## config.mk

```make
export PLATFORM = sky130hd
export DESIGN_NAME = updown_counter
export DESIGN_NICKNAME = d
export VERILOG_FILES = /design/src/rtl/updown_counter_pkg.sv /design/src/rtl/updown_counter_step.sv /design/src/rtl/updown_counter.sv
export SDC_FILE = /design/constraint.sdc
export NUM_CORES = 1
export LEC_CHECK = 0
export BUFFER_PORTS_ARGS = -buffer_cell sky130_fd_sc_hd__buf_2
export CORE_AREA = 3 3 40 42
export CTS_CLUSTER_SIZE = 10
export DETAILED_ROUTE_END_ITERATION = 8
export DIE_AREA = 0 0 43 45
export PLACE_DENSITY = 0.58
export SKIP_CTS_REPAIR_TIMING = 1
export SLEW_MARGIN = 15
export SYNTH_ARGS = -nofsm -noshare
export SYNTH_HDL_FRONTEND = slang
export SYNTH_SLANG_ARGS = --single-unit
```

## constraint.sdc

```tcl
create_clock -name clock -period 4.2 [get_ports clock]
set_clock_uncertainty 0.05 [all_clocks]
set_input_delay 0.42 -clock clock [delete_from_list [all_inputs] [get_ports clock]]
set_output_delay 0.42 -clock clock [all_outputs]
set_load 0.01 [all_outputs]
```

## src/rtl/updown_counter_pkg.sv

```systemverilog
// Shared constants and helpers for the updown_counter family.
package updown_counter_pkg;

    localparam logic DIR_UP   = 1'b1;
    localparam logic DIR_DOWN = 1'b0;

    // Number of bits needed to represent the values 0 .. value-1.
    function automatic int clog2(input int value);
        int result;
        int remaining;
        result    = 0;
        remaining = value - 1;
        while (remaining > 0) begin
            result++;
            remaining = remaining >> 1;
        end
        return result;
    endfunction

endpackage

```

## src/rtl/updown_counter_step.sv

```systemverilog
// Combinational next-count for updown_counter: modulus wrap, or hold at the
// terminal value when UPDOWN_COUNTER_SAT_EN is defined.
module updown_counter_step
    import updown_counter_pkg::*;
#(
    parameter int WIDTH   = 4,
    parameter int MODULUS = 2 ** WIDTH
) (
    input  logic [WIDTH-1:0] q,
    input  logic             up,
    output logic [WIDTH-1:0] next_q,
    output logic             at_terminal
);

    localparam logic [WIDTH:0] LAST = (WIDTH + 1)'(MODULUS - 1);

    logic [WIDTH:0] q_ext;
    logic [WIDTH:0] next_ext;
    logic           unused_msb;

    always_comb begin
        q_ext       = {1'b0, q};
        next_ext    = q_ext;
        at_terminal = 1'b0;
        if (up == DIR_UP) begin
            at_terminal = (q_ext == LAST);
            next_ext    = at_terminal ? '0 : q_ext + 1'b1;
        end else begin
            at_terminal = (q_ext == '0);
            next_ext    = at_terminal ? LAST : q_ext - 1'b1;
        end
`ifdef UPDOWN_COUNTER_SAT_EN
        if (at_terminal) begin
            next_ext = q_ext;
        end
`endif
    end

    // Results always lie below MODULUS, so the extension bit is always clear.
    assign next_q     = next_ext[WIDTH-1:0];
    assign unused_msb = next_ext[WIDTH];

endmodule

```

## src/rtl/updown_counter.sv

```systemverilog
// Synchronous up/down modulo-N counter with load, cascade carry, wrap pulse
// and sticky overflow. Define UPDOWN_COUNTER_SAT_EN for saturating mode.
module updown_counter
    import updown_counter_pkg::*;
#(
    parameter int WIDTH   = 4,
    parameter int MODULUS = 2 ** WIDTH
) (
    input  logic             clock,
    input  logic             clear,
    input  logic             en,
    input  logic             up,
    input  logic             load,
    input  logic [WIDTH-1:0] load_val,
    input  logic             ovf_clr,
    output logic [WIDTH-1:0] Q,
    output logic             carry_out,
    output logic             wrap,
    output logic             ovf
);

    generate
        if (WIDTH < 1 || MODULUS < 2 || MODULUS > (1 << WIDTH) || clog2(MODULUS) > WIDTH) begin : g_bad_params
            $error("updown_counter: MODULUS must satisfy 2 <= MODULUS <= 2**WIDTH");
        end
    endgenerate

    localparam logic [WIDTH:0]   MOD_EXT = (WIDTH + 1)'(MODULUS);
    localparam logic [WIDTH-1:0] LAST_Q  = WIDTH'(MODULUS - 1);

    logic [WIDTH-1:0] q_reg;
    logic             wrap_reg;
    logic             ovf_reg;
    logic [WIDTH-1:0] step_next;
    logic             at_terminal;
    logic [WIDTH-1:0] load_next;
    logic             wrap_next;

    updown_counter_step #(
        .WIDTH   (WIDTH),
        .MODULUS (MODULUS)
    ) u_step (
        .q           (q_reg),
        .up          (up),
        .next_q      (step_next),
        .at_terminal (at_terminal)
    );

    // Out-of-range load values clamp to the top of the count range.
    assign load_next = ({1'b0, load_val} < MOD_EXT) ? load_val : LAST_Q;
    assign wrap_next = ~load & en & at_terminal;

    always_ff @(posedge clock) begin
        if (clear) begin
            q_reg    <= '0;
            wrap_reg <= 1'b0;
            ovf_reg  <= 1'b0;
        end else begin
            if (load) begin
                q_reg <= load_next;
            end else if (en) begin
                q_reg <= step_next;
            end
            wrap_reg <= wrap_next;
            // A wrap on the same edge beats an overflow clear.
            if (wrap_next) begin
                ovf_reg <= 1'b1;
            end else if (ovf_clr) begin
                ovf_reg <= 1'b0;
            end
        end
    end

    assign Q         = q_reg;
    assign wrap      = wrap_reg;
    assign ovf       = ovf_reg;
    assign carry_out = en & at_terminal;

endmodule
```

### Word-level counts from Yosys, hierarchy flattened

Cells that the tools add are included.

* word-level logic and storage cells: 21
* output and inout port bits: 7
* input port bits: 10
* flip-flop bits (word level): 6

* reduce and logical (&&, ||, !) cells: 3
* eq/ne operators: 1
* multiplexer cells: 8
* $add $sub $neg: 2
* bitwise logic cells: 4

Operators by type and width (count)
* $mux 4: 5
* $add 4x1->4 const B: 1
* $eq 4x4->1 const B: 1
* $logic_not 4->1: 1
* $reduce_bool 2->1: 2
* $sub 4x1->4 const B: 1
* $and 1x1->1: 3
* $mux 1: 3
* $not 1->1: 1

### Logic depth before layout (Yosys ltp)

* depth after elaboration: 5
* depth in mapped cells: 6
* gate-level depth less buffers: 6

### Hierarchy

From an unflattened synthesis, not the netlist that was laid out.

* cell total of the unflattened synthesis: 47
* area total of the unflattened synthesis: 409.1 um2

Modules (own cells, without submodules)
* updown_counter: instances 1, cells an instance 25, seq. area each 120.1 um2, area an instance 260.2 um2
* updown_counter_step: instances 1, cells an instance 22, seq. area each 0.0 um2, area an instance 148.9 um2

### Worst setup path after synthesis

OpenSTA, ideal clock, no wires.

* kind: reg2out
* from: reg q_reg[0] (netlist: Q[0])
* to: out carry_out
* path slack: 2.296 ns
* arrival: 1.434 ns
* stages on the path, launching flop included: 7
* required time: 3.730 ns
* path buffers: 0
* path through: dfxtp_1 inv_2 ha_1 or3b_2 o21ai_0 nand2_1 inv_1

* longest elaborated chain between the ends: 3
* elaborated cells between the ends (all ways): 4
* those cells by class: 1 x eq/ne; 1 x mux; 1 x bitwise; 1 x reduce/logical

Ends and longest elaborated chain
* start, declared: line updown_counter.sv:31 `logic [WIDTH-1:0] q_reg;`
* start signal, assigned: line updown_counter.sv:60 `q_reg <= load_next;`
* start signal, assigned: line updown_counter.sv:62 `q_reg <= step_next;`
* $eq 4x4->1 / $logic_not 4->1 (equally long branches): line updown_counter_step.sv:26, updown_counter_step.sv:29
* $mux 1 *: line updown_counter_step.sv:25 `if (up == DIR_UP) begin`
* $and 1x1->1 *: line updown_counter.sv:77 `assign carry_out = en & at_terminal;`
* end, declared: line updown_counter.sv:17 `output logic carry_out,`

Mark *: on every way between the ends. The rest lies on a longest branch, timed or not.

### Worst setup path after layout

Ends and elaborated chain as after synthesis.

==> impl_metrics.tcl <==
set metrics [dict create \
    dp.cells 80 \
    synth_xor_area_share_pct 4.33 \
    grt_setup_unrepaired "no" \
    synth_flop_cell "dfxtp_1" \
    final_cells 83 \
    p_leak_nw 0.244 \
    pin_count 17 \
    grt_pass1_vias 395 \
    synth_mux_area_share_pct 5.26 \
    top_layer_used "met4" \
    setup_tns_ps 0 \
    cts_tree "built" \
    netlist_instances 51 \
    route.detailed.drc 0 \
    cts_root_buf "clkbuf_4" \
    r2r_start "Q[0]$_SDFFE_PP0P_" \
    synth-adder-area-share_pct 6.19 \
    critPathRequiredTime_ps 3730 \
    cp-end-kind "output port" \
    fin_crit_ps 2400 \
    dpl.hpwl_um 739 \
    synth_top_area_share_pct 29.7 \
    fmax_ghz 0.417 \
    hold-worst-slack_ps 376 \
    die_area_um2 1940 \
    dr.pass1.iters 4 \
    grt_max_degree 11 \
    antenna_found_initial 0 \
    yosys.area_share.simple_pct 22.6 \
    synth_top_family_by_area "compound AO/OA/AOI/OAI gates" \
    hp-start "clear" \
    synth.most_common_cell "dfxtp_1" \
    yosys.area.top_type "dfxtp_1" \
    setup_viol_count_final 0 \
    die_x_um 43 \
    synth_area_um2 404 \
    power_w 0.000160 \
    worstMarginPinSlew_ps 294 \
    slew_headroom_pct 80.2 \
    routed-wl-met3_um 108 \
    num_vias 431 \
    synth_nets 63 \
    cpMaxStageDelayCell "or3b_2" \
    die_h_um 45 \
    crit_type "flip-flop to output port" \
    ys_top_cells_by_area "dfxtp_1 30%, a21oi_1 6.2%, ha_1 6.2%" \
    ys_top_cells_by_count "6 x dfxtp_1, 5 x a21oi_1, 5 x o21ai_0" \
    hp-class "input port to flip-flop" \
    grt_usage_pct 11.4 \
    drive_above_1_share_pct 35.3 \
    ys_seq_area_share_pct 29.7 \
    status "finished clean" \
    synth_async_sr_flop_share_pct 0 \
    ir_worst_vdd_uv 129 \
    ys_types 28 \
    ys_warn_count 0 \
    totalWireLength_um 971 \
    slew_viol_final 0 \
    cap_violations 0 \
    drtAntennaViolNets 0 \
    clock-sinks 6 \
    synth-compound-area-share_pct 25.1 \
    utilization_pct 40.2 \
    timing.final.crit_share_pct 57.1 \
    cts_buffers 3 \
    coreArea_um2 1280 \
    timing.final.hold_violations 0 \
    overflow 0 \
    num_rows 13 \
    critical_path.cell_chain "inv_2 > ha_1 > or3b_2 > o21ai_0 > nand2_1 > inv_1 > buf_2" \
    gp_congestion 0.724 \
    dr_wl_met2_um 419 \
    startpoint "Q[0]$_SDFFE_PP0P_" \
    syn_to_final_growth_pct 27.9 \
    largest_register_ffs 4 \
    io_buffers 16 \
    synth_enable_flop_cells 0 \
    critical_path_arrival_ps 1930 \
    power_density_nw_per_um2 309 \
    final_nets 82 \
    avgSynthCellArea_um2 7.92 \
    clock_latency_ps 240 \
    clk_pin_slew_worst_paths_ps 50 \
    via_per_inst 5.19 \
    start_util_pct 31.5 \
    met1_length_um 436 \
    nFillCells 143 \
    htreeDepth 1 \
    synth-seq-cells 6 \
    startpoint_type "flip-flop" \
    diodes 0 \
    path_max_fanout 9 \
    slowest_delay_ps 460 \
    drtIter0Drc 6 \
    clk_path_buf_depth 2 \
    grt_pass1_wl_um 1610 \
    wl_per_cell_um 11.7 \
]
layout by cell type, fill, tap and decap left out, types with 3 or more instances in the layout:
cell type / netlist / final
a21oi_1: 5 / 5
buf_2: 1 / 16
clkbuf_4: 0 / 3
dfxtp_1: 6 / 6
inv_1: 4 / 4
nand2_1: 4 / 4
o21ai_0: 5 / 5
critical path: cells and delay by family, from the launching register on:
family | cells | cell delay, ps
compound gates | 1 | 280
fa+ha+maj | 1 | 180
buf+inv | 3 | 280
flops | 1 | 380
simple gates | 2 | 580
stage by stage:
stage	worst slack (ps)	area (um2)
final	1800	517
after global routing	1690	517
after detailed placement	2070	494
after CTS	1790	517
after global placement	2170	494
after floorplan	2300	404
where the power goes:
part	switching, W	leakage (nW)	internal (W)
clock network	0.0000223	0.0138	0.0000324
logic	0.0000186	0.181	0.0000195
registers	0.00000617	0.0494	0.0000607
total	0.0000471	0.244	0.000113
final cells by class:
class / instances / area, um2 / share of cell area, %
flip-flops and latches: 6 / 120 / 23.2
clock buffers: 3 / 22.5 / 4.36
inverters: 5 / 18.8 / 3.63
multi-input cells: 38 / 256 / 49.6
well taps: 15 / 18.8 / 3.63
repair buffers: 16 / 80.1 / 15.5
cells by family (layout without fill, tap and decap cells):
family / count (synthesis) / count (layout)
XOR/XNOR: 2 / 2
flip-flops: 6 / 6
AO/OA/AOI/OAI: 16 / 16
adder cells (fa/ha/maj): 2 / 2
buffers and inverters: 7 / 24
AND/OR/NAND/NOR: 16 / 16
multiplexers: 2 / 2
path summary, 6_finish.rpt:
path	endpoint	slack, ps	depth (start not counted)
setup reg to reg	wrap$_SDFF_PP0_	2450	6
hold reg to reg	ovf$_SDFFE_PP0P_	600	2
hold / removal	Q[3]$_SDFFE_PP0P_	380	2
setup / recovery	carry_out	1800	7
per-layer routing:
metal	vias up	global-route usage, %
met4	0	9.04
met1	188	13.3
li1	220	-
met2	21	17.1
met5	-	0
met3	2	3.98
No activity file was read; power rests on OpenSTA's default activity.
